<file path="src/rtl/neuron_sequencer.sv">
// neuron_sequencer: buffers N x/w pairs, drives the neuron start/load/ready handshake, returns the result.
// Optional NEU_TIMEOUT_EN adds a FEED watchdog that aborts to OUT with err set and a zero result.
module neuron_sequencer #(
  parameter int N       = 4,
  parameter int DW      = 8,
  parameter int RW      = 20,
  parameter int TIMEOUT = 64
) (
  input  logic          clk,
  input  logic          rst,
  input  logic          s_valid,
  output logic          s_ready,
  input  logic [DW-1:0] s_x,
  input  logic [DW-1:0] s_w,
  output logic          neu_start,
  input  logic          neu_load,
  input  logic          neu_ready,
  input  logic [RW-1:0] neu_result,
  output logic [DW-1:0] neu_x,
  output logic [DW-1:0] neu_w,
  output logic          m_valid,
  input  logic          m_ready,
  output logic [RW-1:0] m_result,
  output logic          err
);
  localparam int CW = $clog2(N + 1);
  localparam int IW = (N > 1) ? $clog2(N) : 1;
  localparam logic [CW-1:0] NC   = CW'(N);
  localparam logic [CW-1:0] LAST = CW'(N - 1);
  typedef enum logic [1:0] {FILL, START, FEED, OUT} state_t;
  state_t          state_q;
  logic [CW-1:0]   wr_cnt_q, rd_ptr_q, rd_ptr_d;
  logic [2*DW-1:0] buf_q [N];
  logic            s_ready_q, neu_start_q, m_valid_q, err_q;
  logic [RW-1:0]   m_result_q;
  logic            s_hs, last_wr;
`ifdef NEU_TIMEOUT_EN
  localparam int WW = $clog2(TIMEOUT + 1);
  localparam logic [WW-1:0] WD_LAST = WW'(TIMEOUT - 1);
  logic [WW-1:0] wd_q;
`endif
  assign s_hs     = (state_q == FILL) && s_valid && s_ready_q;
  assign last_wr  = s_hs && (wr_cnt_q == LAST);
  // a load past the last pair is an error and must not move the pointer
  assign rd_ptr_d = (state_q == FEED && neu_load && rd_ptr_q != NC) ? rd_ptr_q + 1'b1 : rd_ptr_q;
  assign {neu_x, neu_w} = (state_q == FEED && rd_ptr_q != NC) ? buf_q[rd_ptr_q[IW-1:0]] : '0;
  assign s_ready   = s_ready_q;
  assign neu_start = neu_start_q;
  assign m_valid   = m_valid_q;
  assign m_result  = m_result_q;
  assign err       = err_q;
  always_ff @(posedge clk)
    if (s_hs) buf_q[wr_cnt_q[IW-1:0]] <= {s_x, s_w};
  always_ff @(posedge clk or negedge rst) begin
    if (!rst) begin
      state_q     <= FILL;
      wr_cnt_q    <= '0;
      rd_ptr_q    <= '0;
      s_ready_q   <= 1'b0;
      neu_start_q <= 1'b0;
      m_valid_q   <= 1'b0;
      m_result_q  <= '0;
      err_q       <= 1'b0;
`ifdef NEU_TIMEOUT_EN
      wd_q        <= '0;
`endif
    end else begin
      neu_start_q <= 1'b0;
      case (state_q)
        FILL: begin
          if (s_hs) wr_cnt_q <= wr_cnt_q + 1'b1;
          s_ready_q <= !last_wr;
          if (last_wr) begin
            state_q     <= START;
            neu_start_q <= 1'b1;
          end
        end
        START: begin
          rd_ptr_q <= '0;
          state_q  <= FEED;
`ifdef NEU_TIMEOUT_EN
          wd_q     <= '0;
`endif
        end
        FEED: begin
          rd_ptr_q <= rd_ptr_d;
          if (neu_load && rd_ptr_q == NC) err_q <= 1'b1;
          if (neu_ready) begin
            m_result_q <= neu_result;
            m_valid_q  <= 1'b1;
            state_q    <= OUT;
            if (rd_ptr_d != NC) err_q <= 1'b1;
          end
`ifdef NEU_TIMEOUT_EN
          else if (wd_q == WD_LAST) begin
            err_q      <= 1'b1;
            m_result_q <= '0;
            m_valid_q  <= 1'b1;
            state_q    <= OUT;
          end
          wd_q <= wd_q + 1'b1;
`endif
        end
        OUT: begin
          if (m_ready) begin
            m_valid_q <= 1'b0;
            wr_cnt_q  <= '0;
            s_ready_q <= 1'b1;
            state_q   <= FILL;
          end
        end
      endcase
    end
  end
endmodule

</file>
<file path="config.mk">
export PLATFORM = sky130hd
export DESIGN_NAME = neuron_sequencer
export DESIGN_NICKNAME = d
export VERILOG_FILES = /design/src/rtl/neuron_sequencer.sv
export SDC_FILE = /design/constraint.sdc
export NUM_CORES = 1
export LEC_CHECK = 0
export BUFFER_PORTS_ARGS = -buffer_cell sky130_fd_sc_hd__buf_2
export CORE_MARGIN = 4
export CORE_UTILIZATION = 49
export CTS_CLUSTER_SIZE = 30
export DETAILED_ROUTE_END_ITERATION = 6
export PLACE_DENSITY = 0.86
export SLEW_MARGIN = 20
export SYNTH_ARGS = -nofsm -noshare
export SYNTH_HDL_FRONTEND = slang
export SYNTH_SLANG_ARGS = --single-unit
</file>
<file path="constraint.sdc">
create_clock -name clk -period 1.9 [get_ports clk]
set_clock_uncertainty 0.1 [all_clocks]
set_input_delay 0.095 -clock clk [delete_from_list [all_inputs] [get_ports clk]]
set_output_delay 0.095 -clock clk [all_outputs]
set_load 0.1 [all_outputs]
</file>
After elaboration in Yosys (flattened, before gate mapping)
Memories as Yosys holds them, arrays and structs flattened.
Index checks and enable logic that the tools add are counted.
Widths: inputs -> output; s select.
{ "word_totals": {"reg_bits": 32, "latchBits": 0, "mem_bits_rw": 64, "rom_bits": 0, "in_bits": 42, "out_inout_bits": 40, "wordCells": 61, "n_memories": 1} }
{ "op_classes": {"add_sub_neg": 2, "n_mul": 0, "div": 0, "magnitude_cmp": 0, "n_eq_ne": 11, "shift": 0, "muxes": 22, "bitwise_logic": 0, "reduce_logical": 17} }
{ "mem_list": {"columns": ["memory", "depth", "width", "read_ports", "rd_clocked_by_memory_dff", "write_ports", "line", "text"], "rows": [
  ["buf_q", 4, 16, 1, 0, 1, "33", "logic [2*DW-1:0] buf_q [N];"]
]} }
{ "op_table": {"columns": ["cell", "n"], "rows": [
  ["$mux 16", 1],
  ["$pmux 3 s2", 2],
  ["$mux 1", 10],
  ["$mux 3", 3],
  ["$reduce_and 3->1", 3],
  ["$ne 2x2->1 const B", 4],
  ["$pmux 2 s4", 1],
  ["$logic_and 1x1->1", 7],
  ["$add 3x1->3 const B", 2],
  ["$mux 2", 3],
  ["$ne 3x3->1 const B", 2],
  ["$reduce_bool 2->1", 3],
  ["$eq 2x2->1 const B", 2],
  ["$pmux 1 s2", 2],
  ["$reduce_and 2->1", 2],
  ["$eq 3x2->1 const B", 1],
  ["$eq 3x3->1 const B", 1],
  ["$eq 2x1->1 const B", 1],
  ["$logic_not 2->1", 1],
  ["$logic_not 1->1", 1]
]} }

Longest topological paths before layout
Gate-level depths: netlist of the first run.
{ "logic_depth": {"depth_word": 7, "depth_mapped": 9, "depth_no_buf": 6} }

Worst setup path after synthesis of the first run
Ideal clock, no wire load.
{ "synth_timing": {"kind": "register -> output", "start": "reg rd_ptr_q[1]", "end": "out neu_w[0]", "arrival_ns": 2.312, "required_time_ns": 1.705, "path_slack_ns": -0.607, "path_stages_with_launch": 9, "n_path_buf": 4, "path_cell_list": "dfrtp_1 -> buf_2 -> buf_2 -> inv_1 -> ha_1 -> nand2_1 -> buf_1 -> clkbuf_1 -> and3_1"} }
{ "synth_via": {"elab_chain_cells": 3, "word_cells_on_any_way": 4, "classes_between": "eq/ne (1); mux (1); reduce/logical (1); memory (1)"} }
{ "synth_lines": {"columns": ["item", "line", "text"], "rows": [
  ["start: declaration", "32", "logic [CW-1:0] wr_cnt_q, rd_ptr_q, rd_ptr_d;"],
  ["start signal: assignment", "86", "rd_ptr_q <= rd_ptr_d;"],
  ["branches (longest 2 deep; another with $mem_v2 4x16)", null, null],
  ["$mux 16 *", "46", "assign {neu_x, neu_w} = (state_q == FEED && rd_ptr_q != NC) ? buf_q[rd_ptr_q[IW-1:0]] : '0;"],
  ["end: declaration", "20", "output logic [DW-1:0] neu_w,"]
]} }
Every way passes the cells marked *.

Worst setup path in the final report of the first run
{ "layout_timing": {"start": "reg rd_ptr_q[0]", "end": "out neu_x[5]"} }
{ "layout_via": {"elab_chain_cells": 3, "word_cells_on_any_way": 4, "classes_between": "eq/ne (1); mux (1); reduce/logical (1); memory (1)"} }
{ "layout_lines": {"columns": ["item", "line", "text"], "rows": [
  ["branches (longest 2 deep; another with $mem_v2 4x16)", null, null],
  ["$mux 16 *", "46", null],
  ["end: declaration", "19", "output logic [DW-1:0] neu_x,"]
]} }
Marked as above.

==> results.json, run 1 <==
{
  "dpl.cell_count": 419,
  "ir_worst_vdd_mv": 1.03,
  "most_common_flop_cell_mapped_by_yosys": "edfxtp_1",
  "critical_path_required_ns": 1.70,
  "failing_checks": "setup timing",
  "synth_seq_area_share": 0.679,
  "groute.usage.overall": 0.212,
  "h-tree-depth": 3,
  "avgRoutedWirePerCell_um": 21.2,
  "power.combinational.fraction": 0.578,
  "io_buffer_count": 81,
  "detailedRoute.firstPassIterationCount": 4,
  "global_route_wire_length_before_repair_um": 15800,
  "nFillCells": 471,
  "final_layout_size_suffix_gt1_frac": 0.472,
  "postRouteWirelength_um": 10200,
  "routabilityCongestion": 0.768,
  "first_global_vias": 2868,
  "fp.coreArea_sq_um": 7850,
  "post_synth_inst_count": 234,
  "worst_pin_slew_ns": 0.700,
  "p_seq_frac": 0.290,
  "syn_nets": 287,
  "synth_adder_area_share": 0.0343,
  "yosys.cell_count.top_type": "edfxtp_1",
  "timing.final.crit_share": 1.11,
  "nNetsFinal": 425,
  "floorplan.rows": 32,
  "synth_top_family_by_area": "multiplexers",
  "crit_type": "reg2out",
  "syn_area_per_cell_sq_um": 17.1,
  "power_switching_share": 0.491,
  "die_w_um": 98.4,
  "compound_gate_portion_of_the_synthesized_area": 0.0356,
  "instances_no_fill": 479,
  "timing.final.max_slew_violations": 0,
  "synth.ff_latch_count": 96,
  "grt_start_max_net_pins": 33,
  "synth_top_cell_by_area": "edfxtp_1",
  "worstPathArrival_ns": 1.91,
  "clkTransAtPathRegs_ns": 0.09,
  "yosys_warnings": 0,
  "cp_slowest_cell": "dfrtp_1",
  "post-route-worst-setup-slack_ns": -0.210,
  "yosysUniqueCellTypes": 34,
  "timing.critical_path.max_delay_family": "buffers and inverters",
  "cell_area_power_density_nw_per_um2": 1760,
  "post-dp-hpwl_um": 5710,
  "synth-edff-count": 64,
  "detailedPlace.worstSlack_ns": 0.0339,
  "dieHeight_um": 98.4,
  "clock_latency_at_the_later_pin_of_the_worst_skew_pair_ns": 0.35,
  "largest_fanout_of_any_net_on_the_critical_path": 7,
  "globalRoute.totalOverflow": 0,
  "critPathLaunch": "rd_ptr_q[0]",
  "setup_repair_after_global_routing_missed_its_margin": "yes",
  "clock_root_buffer": "clkbuf_8",
  "fin_crit_ns": 2.11,
  "tritoncts_clock_tree": "built",
  "cts_sinks": 96,
  "n_antenna_cell": 0,
  "final-hold-violation-count": 0,
  "antenna_found_initial": 0,
  "syn_area_sq_um": 4010,
  "muxShareOfSynthArea": 0.159,
  "crit_chain": "buf_6, buf_12, inv_4, ha_4, nand2_8, buf_6, and3_4, buf_12",
  "netsw_mw": 4.88,
  "drc_errors": 0,
  "ant_nets": 0,
  "status": "finished, violations left",
  "totalPowerFinal_mw": 9.93,
  "p_leak_nw": 2.22,
  "flow.area_growth_from_synthesis_pct": 41.0,
  "detailedRoute.firstIterationViolations": 164,
  "worstHoldPathType": "in2reg",
  "cts_buffers": 9,
  "clock_tree.buffer_depth": 2,
  "die_area_sq_um": 9690,
  "async_sr_flop_fraction": 0.333,
  "final-setup-viol-count": 16,
  "min_from": "neu_ready",
  "synth-simple-area-share": 0.0618,
  "netlist.area_leader.share": 0.480,
  "vias_per_cell": 5.56,
  "synth-xor-area-share": 0.00219,
  "post_synth_most_frequent_cells": "edfxtp_1, dfrtp_1, mux2_2",
  "cellInternalPower_mw": 5.05,
  "source_of_the_worst_register_to_register_timing_path": "state_q[0]",
  "max_freq_mhz": 474,
  "critical_path.n_buffers_inverters": 5,
  "critPathLaunchType": "flop",
  "power_frac_clock": 0.133,
  "worstSetupEndpointType": "primary output",
  "worst_slew_margin_rel": 0.533,
  "slowest_delay_ns": 0.41,
  "max_cap_viol_count": 0,
  "pin_count": 82,
  "via_count": 2663,
  "synth.area.top_cells": "edfxtp_1, dfrtp_1, mux2_2, mux4_1, mux4_2",
  "floorplan.initialDensity": 0.511
}
-- layer usage --
layer	vias up	GRT usage	wire [um]	share of wire
met5	-	0	0	0
met4	0	0.0851	264	0.026
met3	25	0.0474	518	0.051
met2	108	0.383	5690	0.56
met1	1359	0.243	3680	0.36
li1	1171	-	-	-
-- placed cells by master, fill, tap and decap left out, drive strengths merged, types with 2 or more instances in the layout --
master,n
and3,18
and2,5
clkinvlp,2
buf,99
ha,11
nor3b,2
dfrtp,32
dlygate4sd3,39
nand2,9
nand3,2
mux2i,2
a21oi,4
mux4,16
mux2,20
edfxtp,64
nor2,4
o22ai,3
inv,13
clkinv,2
o21ai,8
clkbuf,9
-- registers in the layout, summed over array words and instances, names as in the netlist --
register,flops
buf_q,64
err,1
m_result,20
m_valid,1
neu_start,1
rd_ptr_q,3
s_ready,1
state_q,2
wr_cnt_q,3
-- kinds of logic (layout without fill, tap and decap cells) --
group	Yosys count	after routing
DFF	96	96
and+or+nand+nor	43	43
muxes	38	38
AOI/OAI and AO/OA	23	23
buffers and inverters	22	165
adders and majority gates	11	11
xor gates and xnor gates	1	1
-- worst paths after layout --
| check | endpoint | slack, ns | cells past startpoint |
|---|---|---|---|
| worst max-delay path | neu_x[5] | -0.21 | 8 |
| worst min-delay path | err | 0.12 | 4 |
| worst max register to register | err | 0.01 | 6 |
| worst min register to register | m_result[14] | 0.41 | 1 |
| max in group asynchronous | s_ready | 0.99 | 2 |
| min in group asynchronous | m_result[7] | 0.22 | 2 |
-- per-stage QoR --
stage	cell area [sq um]	hold slack, ns	utilization	TNS [ns]
after detailed placement	4950	0.0867	0.631	0
after global routing	5650	0.130	0.720	-4.14
final	5650	0.124	0.720	-3.13
after CTS	5630	0.0772	0.717	-2.23
after floorplan	4090	-0.301	-	0
after global placement	4950	0.0759	0.631	0
-- timing repair --
item / CTS / global route
cloned: 2 / 0
buffers inserted: 3 / 0
endpoints found under the setup margin: 18 / 19
endpoints found under the hold margin: 119 / 0
pin swaps: 5 / 0
hold buffers: 39 / 0
resized for setup: 26 / 5
-- power by group through the flow --
stage	clock network (mW)	logic [mW]	registers, mW
6_report	1.32	5.73	2.88
5_1_grt	1.43	5.90	2.91
4_1_cts	1.32	5.60	2.85
3_5_place_dp	0	5.30	2.89
3_3_place_gp	0	5.18	2.86
2_1_floorplan	0	2.24	4.62
-- area by class of cell --
class,instances,area [sq um],area share
clock buffers,9,124,0.0219
flip-flops and latches,96,2720,0.482
inverters,11,43.8,0.00775
multi-input cells,116,1270,0.225
clock inverters,7,68.8,0.0122
repair buffers,138,1290,0.229
well taps,102,128,0.0226
-- tightest hold or removal path, delay by kind of cell --
| kind | cells | cell delay, ns |
|---|---|---|
| AOI/OAI and AO/OA | 2 | 0.28 |
| buffers and inverters | 2 | 0.16 |
Note: power is estimated with default switching activity, not from simulation.
==> run 2: changes to the inputs <==
- GPL_TIMING_DRIVEN: default -> 0
==> run 2 against run 1 <==
Effect of this change:
- the run still ends with setup timing left
- fmax shrank 2.7%
- sequential cell count is the same
- first-iteration DRC count grew 35%
- die area is the same
- total power grew 0.59%
- cell count grew 2.9%
- worst setup slack lost 0.059 ns
- largest cell class unchanged
- largest power group unchanged
- highest routed layer unchanged
==> results.json, run 2 (synthesis results as in run 1) <==
{
  "groute.usage.overall": 0.233,
  "p_seq_frac": 0.288,
  "worstPathArrival_ns": 1.97,
  "multi_input_comb_area_sq_um": 1320,
  "timing.final.crit_share": 1.14,
  "p_leak_nw": 2.27,
  "clock_root_buffer": "clkbuf_8",
  "cellInternalPower_mw": 4.96,
  "post-route-worst-setup-slack_ns": -0.269,
  "worst_pin_slew_ns": 0.722,
  "layout_common_cells": "buf_2, edfxtp_1, dlygate4sd3_1, dfrtp_1, mux2_2",
  "cts_sinks": 96,
  "final_layout_size_suffix_gt1_frac": 0.506,
  "power.combinational.fraction": 0.587,
  "final-seq-area_sq_um": 2720,
  "largest_register_ff_count": 64,
  "critPathLaunchType": "flop",
  "largest_fanout_of_any_net_on_the_critical_path": 5,
  "postRouteWirelength_um": 11000,
  "power_switching_share": 0.503,
  "fin_crit_ns": 2.17,
  "detailedRoute.firstIterationViolations": 222,
  "failing_checks": "setup timing",
  "avgRoutedWirePerCell_um": 22.4,
  "final-setup-viol-count": 19,
  "global_route_wire_length_before_repair_um": 17000,
  "post-dp-hpwl_um": 5600,
  "final-hold-violation-count": 0,
  "detailedRoute.firstPassIterationCount": 4,
  "pin_count": 82,
  "nFillCells": 439,
  "floorplan.initialDensity": 0.511,
  "worstSetupEndpointType": "primary output",
  "die_area_sq_um": 9690,
  "cell_area_power_density_nw_per_um2": 1740,
  "floorplan.rows": 32,
  "drc_errors": 0,
  "final.setup.tns_ns": -4.55,
  "worstHoldPathType": "in2reg",
  "dieHeight_um": 98.4,
  "status": "finished, violations left",
  "cts_buffers": 9,
  "routabilityCongestion": 0.749,
  "tritoncts_clock_tree": "built",
  "clkTransAtPathRegs_ns": 0.10,
  "io_buffer_count": 81,
  "clock_latency_at_the_later_pin_of_the_worst_skew_pair_ns": 0.37,
  "clock_tree.buffer_depth": 2,
  "via_count": 2770,
  "vias_per_cell": 5.62,
  "power_frac_clock": 0.125,
  "first_global_vias": 2997,
  "globalRoute.totalOverflow": 0,
  "setup_repair_after_global_routing_missed_its_margin": "yes",
  "ant_nets": 0,
  "n_antenna_cell": 0,
  "layout.cells.most_common": "buf_2",
  "instances_no_fill": 493,
  "fp.coreArea_sq_um": 7850,
  "flow.area_growth_from_synthesis_pct": 43.3,
  "netsw_mw": 5.03,
  "die_w_um": 98.4,
  "timing.final.max_slew_violations": 0,
  "ir_worst_vdd_mv": 1.07,
  "worst_slew_margin_rel": 0.519,
  "h-tree-depth": 3,
  "nNetsFinal": 439,
  "critical_path_required_ns": 1.70,
  "antenna_found_initial": 0,
  "crit_type": "reg2out",
  "max_freq_mhz": 461,
  "dpl.cell_count": 417,
  "max_cap_viol_count": 0,
  "grt_start_max_net_pins": 33
}
-- run 2: changes by cell type in the layout (fill, tap and decap cells not counted), moves of 3 or more --
cell,previous run,this run
and2_4,0,8
buf_4,6,11
and2_2,4,0
buf_12,23,19
buf_6,4,7
inv_8,0,3
-- run 2: routing by layer --
metal / track usage / up-vias / wire (um)
li1: - / 1197 / -
met1: 0.281 / 1402 / 3840
met2: 0.410 / 134 / 6060
met3: 0.0318 / 37 / 669
met4: 0.116 / 0 / 460
met5: 0 / - / 0
-- run 2: timing repair --
item,in CTS,in global routing
hold endpoints to repair,119,0
gates cloned,7,0
buffers inserted,12,3
hold buffers,39,0
gates resized for setup,115,10
pin swaps,17,11
setup endpoints to repair,83,88
-- run 2: layout make-up --
cell class,instances,share of cell area
clock buffers,9,0.0216
well taps,102,0.0222
flip-flops and latches,96,0.474
repair buffers,137,0.209
plain buffers,11,0.0235
inverters,11,0.00893
multi-input cells,120,0.231
clock inverters,7,0.00959
-- run 2: power by group through the flow --
stage / registers (mW) / clock network [mW] / logic [mW]
2_1_floorplan: 4.62 / 0 / 2.24
3_3_place_gp: 2.85 / 0 / 4.68
3_5_place_dp: 2.89 / 0 / 4.78
4_1_cts: 2.85 / 1.24 / 5.73
5_1_grt: 2.91 / 1.36 / 6.06
6_report: 2.88 / 1.25 / 5.86
-- run 2: worst max-delay path, stage by stage, from the launching register on --
cell and delay (ns):
dfrtp_1 0.41, buf_6 0.15, buf_12 0.14, inv_8 0.05, ha_4 0.15, nand2_4 0.06
buf_6 0.15, buf_4 0.13, and3_4 0.19, buf_12 0.16
-- run 2: metrics by stage --
stage	power (mW)	hold slack [ns]	area, sq um	worst slack [ns]	util
final	9.98	0.143	5740	-0.269	0.732
after global routing	10.3	0.137	5740	-0.319	0.732
after CTS	9.81	0.0671	5720	-0.240	0.728
after detailed placement	7.67	0.0854	4620	-0.470	0.589
after global placement	7.53	0.0741	4620	-0.398	0.589
after floorplan	6.86	-0.301	4090	0.0325	-
-- run 2: worst paths after layout --
check	startpoint	endpoint	slack [ns]	cells after the start
max in group asynchronous	rst	s_ready	0.97	2
hold reg to reg	err	err	0.37	1
setup reg to reg	rd_ptr_q[0]	err	-0.25	11
min in group asynchronous	rst	m_result[3]	0.22	2
setup / recovery	rd_ptr_q[0]	neu_x[7]	-0.27	9
hold / removal	s_valid	neu_start	0.14	3
==> run 3: changes to the inputs <==
- ABC_AREA: default -> 1
- CORE_UTILIZATION: 49 -> 50
- PLACE_DENSITY: 0.86 -> 0.85
- clock period: 1.9 -> 2.22 ns (I/O delays scaled with it)
==> run 3 against run 2 <==
Effect of this change:
- the run still ends with setup timing left
- total power fell by 18%
- cell area is 4.1% lower
- global-route usage down 2.6 points
- via count up 14%
- clock power decreased by 19%
- highest routed layer unchanged
==> results.json, run 3 <==
{
  "ant_nets": 0,
  "crit_type": "reg2reg",
  "use_met1": 0.250,
  "clock_tree.buffer_depth": 2,
  "fp.coreArea_sq_um": 7770,
  "holdWs_ns": 0.0273,
  "floorplan.rows": 32,
  "vias_per_cell": 5.12,
  "yosysUniqueCellTypes": 24,
  "timing.final.crit_share": 1.01,
  "n_antenna_cell": 0,
  "critPathLaunch": "state_q[0]",
  "totalPowerFinal_mw": 8.15,
  "first_global_vias": 3263,
  "groute.usage.overall": 0.207,
  "async_sr_flop_fraction": 0.333,
  "max_cap_viol_count": 0,
  "synth.area.top_cells": "edfxtp_1, dfrtp_1, nand2_1, nor2_1, o21ai_0",
  "largest_register_ff_count": 64,
  "clock_root_buffer": "clkbuf_8",
  "post_synth_inst_count": 368,
  "die_w_um": 97.6,
  "grt_start_max_net_pins": 33,
  "postRouteWirelength_um": 9680,
  "top_usage_layer": "met2",
  "antenna_found_initial": 0,
  "synth-edff-count": 64,
  "ir_worst_vdd_mv": 1.33,
  "worstSetupEndpointType": "flop",
  "yosys.cell_count.top_type": "nand2_1",
  "synth.ff_latch_count": 96,
  "setup_repair_after_global_routing_missed_its_margin": "yes",
  "nFillCells": 525,
  "syn_nets": 421,
  "detailedRoute.firstIterationViolations": 169,
  "most_common_flop_cell_mapped_by_yosys": "edfxtp_1",
  "routabilityCongestion": 0.776,
  "detailedRoute.firstPassIterationCount": 4,
  "max_freq_mhz": 447,
  "source_of_the_worst_register_to_register_timing_path": "state_q[0]",
  "die_area_sq_um": 9530,
  "pin_count": 82,
  "post-dp-hpwl_um": 5650,
  "yosys_warnings": 0,
  "timing.final.max_slew_violations": 0,
  "floorplan.initialDensity": 0.517,
  "cell_area_power_density_nw_per_um2": 1480,
  "post_synth_most_frequent_cells": "nand2_1, nor2_1, edfxtp_1",
  "cts_buffers": 9,
  "netlist.area_leader.share": 0.478,
  "worstHoldPathType": "in2reg",
  "layout.cells.most_common": "nand2_1",
  "clkTransAtPathRegs_ns": 0.08,
  "flow.area_growth_from_synthesis_pct": 37.1,
  "io_buffer_count": 81,
  "via_count": 3148,
  "critPathLaunchType": "flop",
  "syn_area_per_cell_sq_um": 10.9,
  "worst_slew_margin_rel": 0.383,
  "layout_common_cells": "nand2_1, buf_2, nor2_1, edfxtp_1, dlygate4sd3_1",
  "worstPathArrival_ns": 2.11,
  "critical_path_required_ns": 2.10,
  "drc_errors": 0,
  "gr-usage-met2": 0.372,
  "global_route_wire_length_before_repair_um": 15600,
  "cts_sinks": 96,
  "synth_top_cell_by_area": "edfxtp_1",
  "globalRoute.totalOverflow": 0,
  "clock_latency_at_the_later_pin_of_the_worst_skew_pair_ns": 0.34,
  "fin_crit_ns": 2.23,
  "status": "finished, violations left",
  "gr-usage-met3": 0.0481,
  "nNetsFinal": 561,
  "post-route-worst-setup-slack_ns": -0.0146,
  "avgRoutedWirePerCell_um": 15.7,
  "tritoncts_clock_tree": "built",
  "worst_pin_slew_ns": 0.925,
  "dieHeight_um": 97.6,
  "min_from": "neu_ready",
  "final-hold-violation-count": 0,
  "syn_area_sq_um": 4020,
  "failing_checks": "setup timing",
  "final-setup-viol-count": 26,
  "largest_fanout_of_any_net_on_the_critical_path": 16,
  "p_leak_nw": 2.36,
  "synth_seq_area_share": 0.678,
  "h-tree-depth": 3,
  "final_layout_size_suffix_gt1_frac": 0.294
}
==> run 3: cell count changes after synthesis, moves of 12 or more <==
cell	change
nand2_1	+72
mux2_2	-20
o21ai_0	+28
a21oi_1	+12
nor2_1	+67
and3_1	-18
==> run 3: path summary, 6_finish.rpt <==
check / to / slack (ns) / cells after the start
min reg2reg: m_result[18] / 0.38 / 2
max in group asynchronous: m_result[11] / 1.30 / 2
max: buf_q[1][0] / -0.01 / 4
max reg2reg: buf_q[1][0] / -0.01 / 4
min: m_valid / 0.03 / 3
min in group asynchronous: wr_cnt_q[2] / 0.26 / 2
==> run 3: logic make-up (layout without fill, tap and decap cells) <==
group	Yosys count	count (layout)	share of synthesized area
flip-flops	96	96	0.678
adder cells (fa/ha/maj)	11	11	0.0343
AND/OR/NAND/NOR	163	163	0.160
AO/OA/AOI/OAI	64	64	0.0847
buffers and inverters	34	179	0.0433
==> run 3: layer usage <==
metal,wire length (um),vias to the layer above
li1,-,1512
met1,3720,1495
met2,5150,124
met3,667,17
met4,146,0
met5,0,-
==> run 3: area by class of cell <==
type                    instances  area (sq um)  share of cell area
inverters                      18          75.1              0.0136
flip-flops and latches         96          2720               0.494
multi-input cells             238          1270               0.230
repair buffers                129          1010               0.183
clock inverters                 5          31.3             0.00568
clock buffers                  11           141              0.0257
well taps                     102           128              0.0232
plain buffers                  16           136              0.0248
==> run 3: worst max-delay path: stages (launching register included) <==
cell and delay (ns):
dfrtp_1 0.41, inv_1 0.11, ha_1 0.30, nand3_4 0.19
nor2_2 0.74
==> run 3: timing repair <==
action / in CTS / in global routing
buffers inserted: 8 / 0
cloned: 1 / 0
endpoints found under the setup margin: 64 / 58
hold buffers: 39 / 0
endpoints found under the hold margin: 118 / 0
gates resized for setup: 51 / 13
pin swaps: 2 / 2
==> run 3: metrics by stage <==
stage	TNS (ns)	utilization	worst slack [ns]	instances	instance area (sq um)
after floorplan	-3.44	-	-0.288	368	4090
after global placement	-2.79	0.595	-0.285	551	4620
after detailed placement	-3.66	0.595	-0.352	551	4620
after CTS	-1.16	0.704	-0.0415	615	5470
after global routing	-4.40	0.709	-0.154	615	5510
final	-0.170	0.709	-0.0146	615	5510
==> run 3: where the power goes <==
part | total [mW] | internal [mW] | switching [mW]
Sequential | 2.44 | 2.27 | 0.170
Combinational | 4.70 | 1.15 | 3.54
Clock | 1.01 | 0.437 | 0.574
